**src/rtl/seq_det_pkg.sv**
```systemverilog
// Shared types for the serial pattern detector.
// Control state encoding and overlap mode constants.
package seq_det_pkg;

    typedef enum logic {
        FILL  = 1'b0,
        ARMED = 1'b1
    } state_e;

    localparam logic MODE_OVL  = 1'b1;
    localparam logic MODE_NOVL = 1'b0;

endpackage

```
**src/rtl/seq_det_shreg.sv**
```systemverilog
// History shift register with saturating fill counter.
// Exposes the post-edge view so the top can compare before the edge.
module seq_det_shreg #(
    parameter int W = 3
) (
    input  logic                     clk,
    input  logic                     rst_n,
    input  logic                     i_shift,
    input  logic                     i_bit,
    input  logic                     i_clr,
    input  logic                     i_drop,
    output logic [W-1:0]             o_hist_nxt,
    output logic [$clog2(W+1)-1:0]   o_fill_nxt
);

    localparam int FW = $clog2(W + 1);
    localparam logic [FW-1:0] FULL = FW'(W);

    logic [W-1:0]  r_hist;
    logic [FW-1:0] r_fill;

    // Next history and fill count as seen just after this edge
    always_comb begin
        o_hist_nxt = r_hist;
        o_fill_nxt = r_fill;
        if (i_clr) begin
            o_hist_nxt = '0;
            o_fill_nxt = '0;
        end else if (i_shift) begin
            o_hist_nxt = {r_hist[W-2:0], i_bit};
            o_fill_nxt = (r_fill == FULL) ? FULL : r_fill + 1'b1;
        end
    end

    // Commit history; a dropped fill restarts the fresh-bit count
    always_ff @(posedge clk or negedge rst_n) begin
        if (!rst_n) begin
            r_hist <= '0;
            r_fill <= '0;
        end else begin
            r_hist <= o_hist_nxt;
            r_fill <= i_drop ? '0 : o_fill_nxt;
        end
    end

endmodule

```
**src/rtl/param_seq_detector.sv**
```systemverilog
// Serial pattern detector with runtime pattern/mode and match counter.
// Registered match pulse; config writes win over concurrent data.
module param_seq_detector
    import seq_det_pkg::*;
#(
    parameter int                PAT_W   = 3,
    parameter logic [PAT_W-1:0]  PATTERN = 3'b010,
    parameter logic              OVERLAP = 1'b1,
    parameter int                CNT_W   = 10
) (
    input  logic             clk,
    input  logic             rst_n,
    input  logic             in_valid,
    input  logic             in_bit,
    input  logic             cfg_we,
    input  logic [PAT_W-1:0] cfg_pattern,
    input  logic             cfg_overlap,
    input  logic             cnt_clr,
    output logic             match,
    output logic [CNT_W-1:0] match_count,
    output logic             cnt_sat
);

    localparam int FW = $clog2(PAT_W + 1);
    localparam logic [FW-1:0] FULL = FW'(PAT_W);
    localparam logic [CNT_W-1:0] CMAX = '1;

    logic [PAT_W-1:0] r_pat;
    logic             r_mode;
    state_e           r_state;
    logic             r_match;
    logic [CNT_W-1:0] r_cnt;
    logic             r_sat;

    logic             w_accept;
    logic [PAT_W-1:0] w_hist_nxt;
    logic [FW-1:0]    w_fill_nxt;
    logic             w_full;
    logic             w_eval;
    logic             w_hit;
    logic             w_drop;
    state_e           w_state_nxt;
    logic [CNT_W-1:0] w_cnt_nxt;

    assign w_accept = in_valid & ~cfg_we;
    assign w_full   = (w_fill_nxt == FULL);
    assign w_eval   = (r_state == ARMED) | w_full;
    assign w_hit    = w_accept & w_eval & w_full
                    & (w_hist_nxt == r_pat);
    assign w_drop   = w_hit & (r_mode == MODE_NOVL);

    seq_det_shreg #(
        .W (PAT_W)
    ) u_shreg (
        .clk        (clk),
        .rst_n      (rst_n),
        .i_shift    (w_accept),
        .i_bit      (in_bit),
        .i_clr      (cfg_we),
        .i_drop     (w_drop),
        .o_hist_nxt (w_hist_nxt),
        .o_fill_nxt (w_fill_nxt)
    );

    // Control state: armed once a full window of fresh bits is held
    always_comb begin
        w_state_nxt = r_state;
        unique case (r_state)
            FILL: begin
                if (w_accept && w_full && !w_drop)
                    w_state_nxt = ARMED;
            end
            ARMED: begin
                if (cfg_we || w_drop)
                    w_state_nxt = FILL;
            end
            default: w_state_nxt = FILL;
        endcase
    end

    // Next counter value; clear beats a coincident hit
    always_comb begin
        w_cnt_nxt = r_cnt;
        if (cnt_clr)
            w_cnt_nxt = '0;
        else if (w_hit && (r_cnt != CMAX))
            w_cnt_nxt = r_cnt + 1'b1;
    end

    // Pattern and mode registers, reloaded by config writes
    always_ff @(posedge clk or negedge rst_n) begin
        if (!rst_n) begin
            r_pat  <= PATTERN;
            r_mode <= OVERLAP;
        end else if (cfg_we) begin
            r_pat  <= cfg_pattern;
            r_mode <= cfg_overlap;
        end
    end

    // FSM state, match pulse, counter and saturation flag
    always_ff @(posedge clk or negedge rst_n) begin
        if (!rst_n) begin
            r_state <= FILL;
            r_match <= 1'b0;
            r_cnt   <= '0;
            r_sat   <= 1'b0;
        end else begin
            r_state <= w_state_nxt;
            r_match <= w_hit;
            r_cnt   <= w_cnt_nxt;
            r_sat   <= (w_cnt_nxt == CMAX);
        end
    end

    assign match       = r_match;
    assign match_count = r_cnt;
    assign cnt_sat     = r_sat;

endmodule
```
**config.mk**
```make
export PLATFORM = sky130hd
export DESIGN_NAME = param_seq_detector
export DESIGN_NICKNAME = d
export VERILOG_FILES = /design/src/rtl/seq_det_pkg.sv /design/src/rtl/seq_det_shreg.sv /design/src/rtl/param_seq_detector.sv
export SDC_FILE = /design/constraint.sdc
export NUM_CORES = 1
export LEC_CHECK = 0
export CAP_MARGIN = 20
export CORE_ASPECT_RATIO = 0.5
export CORE_MARGIN = 2
export CORE_UTILIZATION = 35
export DETAILED_ROUTE_END_ITERATION = 8
export GPL_TIMING_DRIVEN = 1
export HOLD_SLACK_MARGIN = 0.05
export PLACE_DENSITY = 0.69
export SLEW_MARGIN = 5
export SYNTH_ARGS = -nofsm -noshare
export SYNTH_HDL_FRONTEND = slang
export SYNTH_HIERARCHICAL = 1
export SYNTH_SLANG_ARGS = --single-unit
```
**constraint.sdc**
```tcl
create_clock -name clk -period 2.8 [get_ports clk]
set_input_delay 0.42 -clock clk [delete_from_list [all_inputs] [get_ports clk]]
set_output_delay 0.42 -clock clk [all_outputs]
set_load 0.05 [all_outputs]
```
## After elaboration in Yosys (flattened, before gate mapping)

Cells that the tools add are included.

- Div/mod/pow operators: 0
- Reductions and logical operators: 5
- Bitwise logic cells: 9
- Multiply operators: 0
- Shift-type cells: 0
- Add/sub/neg operators: 2
- $lt $le $gt $ge: 0
- Equal/unequal tests: 5
- Muxes and demuxes: 11

Operators by type and width:

| cell | number |
|---|---|
| 2-to-1 mux 10 bit | 2 |
| adder 10 x 1 -> 10 bit (second input constant) | 1 |
| equality test 10 bit (second input constant) | 1 |
| inequality test 10 bit (second input constant) | 1 |
| 2-to-1 mux 2 bit | 4 |
| 2-to-1 mux 3 bit | 2 |
| bitwise AND 1 bit | 5 |
| equality test 2 bit (second input constant) | 2 |
| equality test 3 bit | 1 |
| logical AND 1 bit | 3 |
| NOT 1 bit | 3 |
| adder 2 x 1 -> 2 bit (second input constant) | 1 |
| 2-to-1 mux 1 bit | 2 |
| case mux 1 bit (2 select lines) | 1 |
| zero test 1 bit | 1 |
| logical OR 1 bit | 1 |
| OR 1 bit | 1 |

- Memories: 0
- Bits in latches: 0
- RAM bits: 0
- Register bits after elaboration: 22
- Bits in read-only memories: 0
- Output and inout bits: 12

## Depth between registers and ports, before layout

- Word-level depth: 14
- Gate-level depth with buffers: 12
- Depth with buffers taken out: 10

## Hierarchy

Netlist, hierarchy kept.

By module, submodules not included:

| module | instances | sequential area each (um2) | cells each | area each (um2) |
|---|---|---|---|---|
| param_seq_detector | 1 | 402.9 | 83 | 847.1 |
| seq_det_shreg | 1 | 125.1 | 19 | 225.2 |

## Least setup slack after synthesis

OpenSTA, ideal clock, no wires.

- Path kind: input to register
- Start point: in cfg_we
- End point: reg r_cnt[7] (netlist: match_count[7])
- Cell stages on the path: 12
- Data arrival time: 2.341 ns
- Slack: 0.326 ns
- Setup time: 0.133 ns
- Buffers on the path: 2
- Path through: and2b_1 > buf_6 > mux2i_1 > nor2_1 > xor2_1 > or4_4 > inv_2 > and2_1 > buf_2 > nand4_1 > xor2_1 > nor2_1

RTL lines:

| what | line | RTL |
|---|---|---|
| start, declared | param_seq_detector.sv:15 | `input logic cfg_we,` |
| NOT 1 bit | param_seq_detector.sv:45 | `assign w_accept = in_valid & ~cfg_we;` |
| bitwise AND 1 bit | param_seq_detector.sv:45 |  |
| 2-to-1 mux 3 bit | seq_det_shreg.sv:29 | `end else if (i_shift) begin` |
| 2-to-1 mux 3 bit * | seq_det_shreg.sv:26 | `if (i_clr) begin` |
| named net w_hist_nxt[2] | param_seq_detector.sv:36 | `logic [PAT_W-1:0] w_hist_nxt;` |
| equality test 3 bit * | param_seq_detector.sv:49 | `& (w_hist_nxt == r_pat);` |
| bitwise AND 1 bit * | param_seq_detector.sv:49 |  |
| named net w_hit | param_seq_detector.sv:40 | `logic w_hit;` |
| logical AND 1 bit * | param_seq_detector.sv:86 | `else if (w_hit && (r_cnt != CMAX))` |
| 2-to-1 mux 10 bit * | param_seq_detector.sv:86 |  |
| 2-to-1 mux 10 bit * | param_seq_detector.sv:84 | `if (cnt_clr)` |
| named net w_cnt_nxt[7] | param_seq_detector.sv:43 | `logic [CNT_W-1:0] w_cnt_nxt;` |
| end signal, assigned | param_seq_detector.sv:111 | `r_cnt <= w_cnt_nxt;` |
| end, declared | param_seq_detector.sv:32 | `logic [CNT_W-1:0] r_cnt;` |

The timed path passes the listed nets; every way through them passes the cells marked *.
A chain may end at the register's enable or synchronous reset.

## Worst setup path in the final report

- Start point: in in_valid
- End point: reg r_sat (netlist: cnt_sat)

RTL lines:

| what | line | RTL |
|---|---|---|
| start, declared | param_seq_detector.sv:13 | `input logic in_valid,` |
| bitwise AND 1 bit | param_seq_detector.sv:45 |  |
| named net w_accept | param_seq_detector.sv:35 | `logic w_accept;` |
| 2-to-1 mux 3 bit | seq_det_shreg.sv:29 |  |
| 2-to-1 mux 3 bit | seq_det_shreg.sv:26 |  |
| named net w_hist_nxt[2] | param_seq_detector.sv:36 |  |
| equality test 3 bit | param_seq_detector.sv:49 |  |
| bitwise AND 1 bit | param_seq_detector.sv:49 |  |
| named net w_hit | param_seq_detector.sv:40 |  |
| logical AND 1 bit | param_seq_detector.sv:86 |  |
| 2-to-1 mux 10 bit | param_seq_detector.sv:86 |  |
| 2-to-1 mux 10 bit | param_seq_detector.sv:84 |  |
| equality test 10 bit | param_seq_detector.sv:112 | `r_sat <= (w_cnt_nxt == CMAX);` |
| end signal, assigned | param_seq_detector.sv:112 |  |
| end, declared | param_seq_detector.sv:33 | `logic r_sat;` |

The timed path passes the listed nets, and every way through them passes these cells.

==> flow_metrics.tcl <==
set metrics [dict create \
    outcome "finished clean" \
    floorplan.initialDensity_pct 36.2 \
    fin_nets 148 \
    finalHoldWorstSlack_ns 0.532 \
    grt_antenna_before_repair 0 \
    wl_per_cell_um 12.9 \
    portBuffers 21 \
    synth.ff_latch_count 21 \
    mappedNetlistNets 113 \
    mostFrequentLayoutCells "20 x clkdlybuf4s50_1, 19 x dfrtp_1, 15 x nor2_1" \
    multi_input_area_um2 529 \
    cts.sinks 21 \
    avgViaCountPerCell 4.87 \
    first_global_vias 815 \
    ys_types 32 \
    post-dp-hpwl_mm 1.61 \
    max-vdd-ir-drop_uv 171 \
    cts_max_level 1 \
    holdCritPathClass "reg -> reg" \
    yosysTopAreaCell "dfrtp_1" \
    num-fill-cells 275 \
    grt.overflow.total 0 \
    drt_first_pass_iters 4 \
    ioPinCount 22 \
    fmax_mhz 375 \
    grt_usage_pct 14.1 \
    sequential_cell_area_um2 528 \
    cts_buffers 3 \
    cts_hold_repair.buffers 0 \
    wire_length_of_the_first_global_routing_pass_mm 3.64 \
    max-slew-margin-rel_pct 37.2 \
    antenna_violating_nets_post_route 0 \
    final_critical_path_setup_slack_ns 0.131 \
    synthDominantCellAreaShare_pct 44.3 \
    grt_max_degree 22 \
    yosys-top-cells-area "dfrtp_1 44%, nor2_1 5.3%, dfstp_2 4.9%, mux2_2 4.2%, xor2_1 4.1%" \
    cts_root_buf "clkbuf_8" \
    routed-via-count 857 \
    synth_edf_count 0 \
    required_ns 3.01 \
    use_met3_pct 4.89 \
    route.final.wire_length_mm 2.27 \
    synth-seq-area-share_pct 49.2 \
    fin_crit_ns 2.67 \
    timing.critical_path.to_type "flip-flop" \
    post-place-ws_ns -0.270 \
    tightestPinTransition_ns 0.939 \
    die_height_um 43.1 \
    crit_path_start_kind "input pin" \
    areaGrowthSynthToFinish_pct 36.4 \
    initialDrtViolationCount 17 \
    clock_tree.buffer_depth 2 \
    clkTransAtPathRegs_ns 0.08 \
    clock_tree_from_tritoncts "done" \
    path_max_fanout 7 \
    fin_worst_skew_ns 0.00103 \
    grt-busiest-layer "met2" \
    hold_viol 0 \
    synth.cell_area_um2 1070 \
    power_uw 573 \
    drcViolationCount 0 \
    fin_crit_sh_pct 95.3 \
    fin_setup_tns_ns 0 \
    static-leakage-power_uw 0.000623 \
    avgSynthCellArea_um2 10.5 \
    rsz0062_at_grt "false" \
    fraction_of_registers_with_async_set_reset_pct 100 \
    arrival_ns 2.88 \
    max-cap-violations 0 \
    antenna_cells 0 \
    ys_dominant_reg_cell "dfrtp_1" \
    row_count 14 \
    clk_latency_ns 0.27 \
    globalRouteMet1Util_pct 18.3 \
    gp_routability_congestion 0.864 \
    worstSetupPathType "in -> reg" \
    syn-instance-count 102 \
    share_of_layout_cells_above_drive_strength_1_pct 22.8 \
    layout_commonest_cell "clkdlybuf4s50_1" \
    report.final.slew_viol_count 0 \
    die_area_um2 3550 \
    grtUsageMet2_pct 21.5 \
    die_width_um 82.3 \
    timing.final.setup_violations 0 \
    total_core_area_um2 2960 \
    pwr_cell_area_nw_per_um2 392 \
    yosysWarningCount 6 \
]
area by class of cell:
type | instances | area share, %
clock buffers | 3 | 2.82
inverters | 1 | 0.428
multi-input cells | 77 | 36.2
flip-flops and latches | 21 | 36.1
repair buffers | 33 | 20.7
clock inverters | 1 | 0.342
well taps | 40 | 3.42
registers in the layout (all words and copies together) (netlist names):
| signal | cells |
|---|---|
| u_shreg/r_hist | 3 |
| cnt_sat | 1 |
| r_mode | 1 |
| r_pat | 3 |
| match_count | 10 |
| u_shreg/r_fill | 2 |
| match | 1 |
final timing paths:
| path | endpoint | start | slack [ns] | cells past startpoint |
|---|---|---|---|---|
| worst min register to register | r_pat[2] | r_pat[2] | 0.53 | 1 |
| worst min-delay path | r_pat[2] | r_pat[2] | 0.53 | 1 |
| worst max-delay path | cnt_sat | in_valid | 0.13 | 11 |
| worst max register to register | cnt_sat | u_shreg/r_fill[0] | 0.60 | 9 |
| max in group asynchronous | u_shreg/r_hist[2] | rst_n | 1.55 | 1 |
| min in group asynchronous | match_count[3] | rst_n | 0.67 | 1 |
synth_stat cells, drive strengths merged, types with 2 or more instances:
cell type and number:
dfrtp 19, nor2 15, nand2 9, a21oi 5, nor3 5, xor2 5, mux2 4, mux2i 4
xnor2 4, and4 3, buf 3, nand3 3, nand4 3, and2 2, dfstp 2, nor4 2
nor4bb 2, o21ai 2
layer usage:
layer | vias up | share of wire [%]
met5 | - | 0
met4 | 0 | 2.0
met3 | 4 | 7.1
met2 | 28 | 46
met1 | 401 | 45
li1 | 424 | -
worst max-delay path, cell delays in order:
cell and delay [ns]:
clkdlybuf4s50_1 0.48, and2b_2 0.23, mux2i_1 0.20, nor2_1 0.07
xor2_1 0.15, or4_4 0.60, inv_4 0.11, nand4_1 0.09
xnor2_1 0.21, and2_1 0.16, and4_1 0.17
through the flow:
| stage | utilization [%] | cells | instance area, µm² |
|---|---|---|---|
| floorplan | - | 102 | 1070 |
| global placement | 46.9 | 170 | 1390 |
| detailed placement | 46.9 | 170 | 1390 |
| CTS | 48.5 | 174 | 1440 |
| global route | 49.4 | 176 | 1460 |
| finish | 49.4 | 176 | 1460 |
what timing repair did:
| item | in CTS | in global routing |
|---|---|---|
| buffers inserted | 0 | 3 |
| endpoints found under the setup margin | 1 | 3 |
| resized for setup | 1 | 4 |
| pin swaps | 0 | 7 |
logic make-up after synthesis:
group           after synthesis  share of synthesized area, %
flops                        21                          49.2
compound gates                8                          4.43
mux                           8                          7.93
fa+ha+maj                     1                          1.17
simple gates                 51                          27.7
buf+inv                       4                          2.22
xor+xnor                      9                          7.35
power by group:
group | leakage, µW | internal [µW] | total [µW] | switching [µW]
Clock | 0.0000255 | 99.4 | 205 | 106
Combinational | 0.000317 | 27.7 | 49.8 | 22.0
Sequential | 0.000281 | 313 | 318 | 4.82
Total | 0.000623 | 441 | 573 | 133
Note: power is estimated with default switching activity, not from simulation.
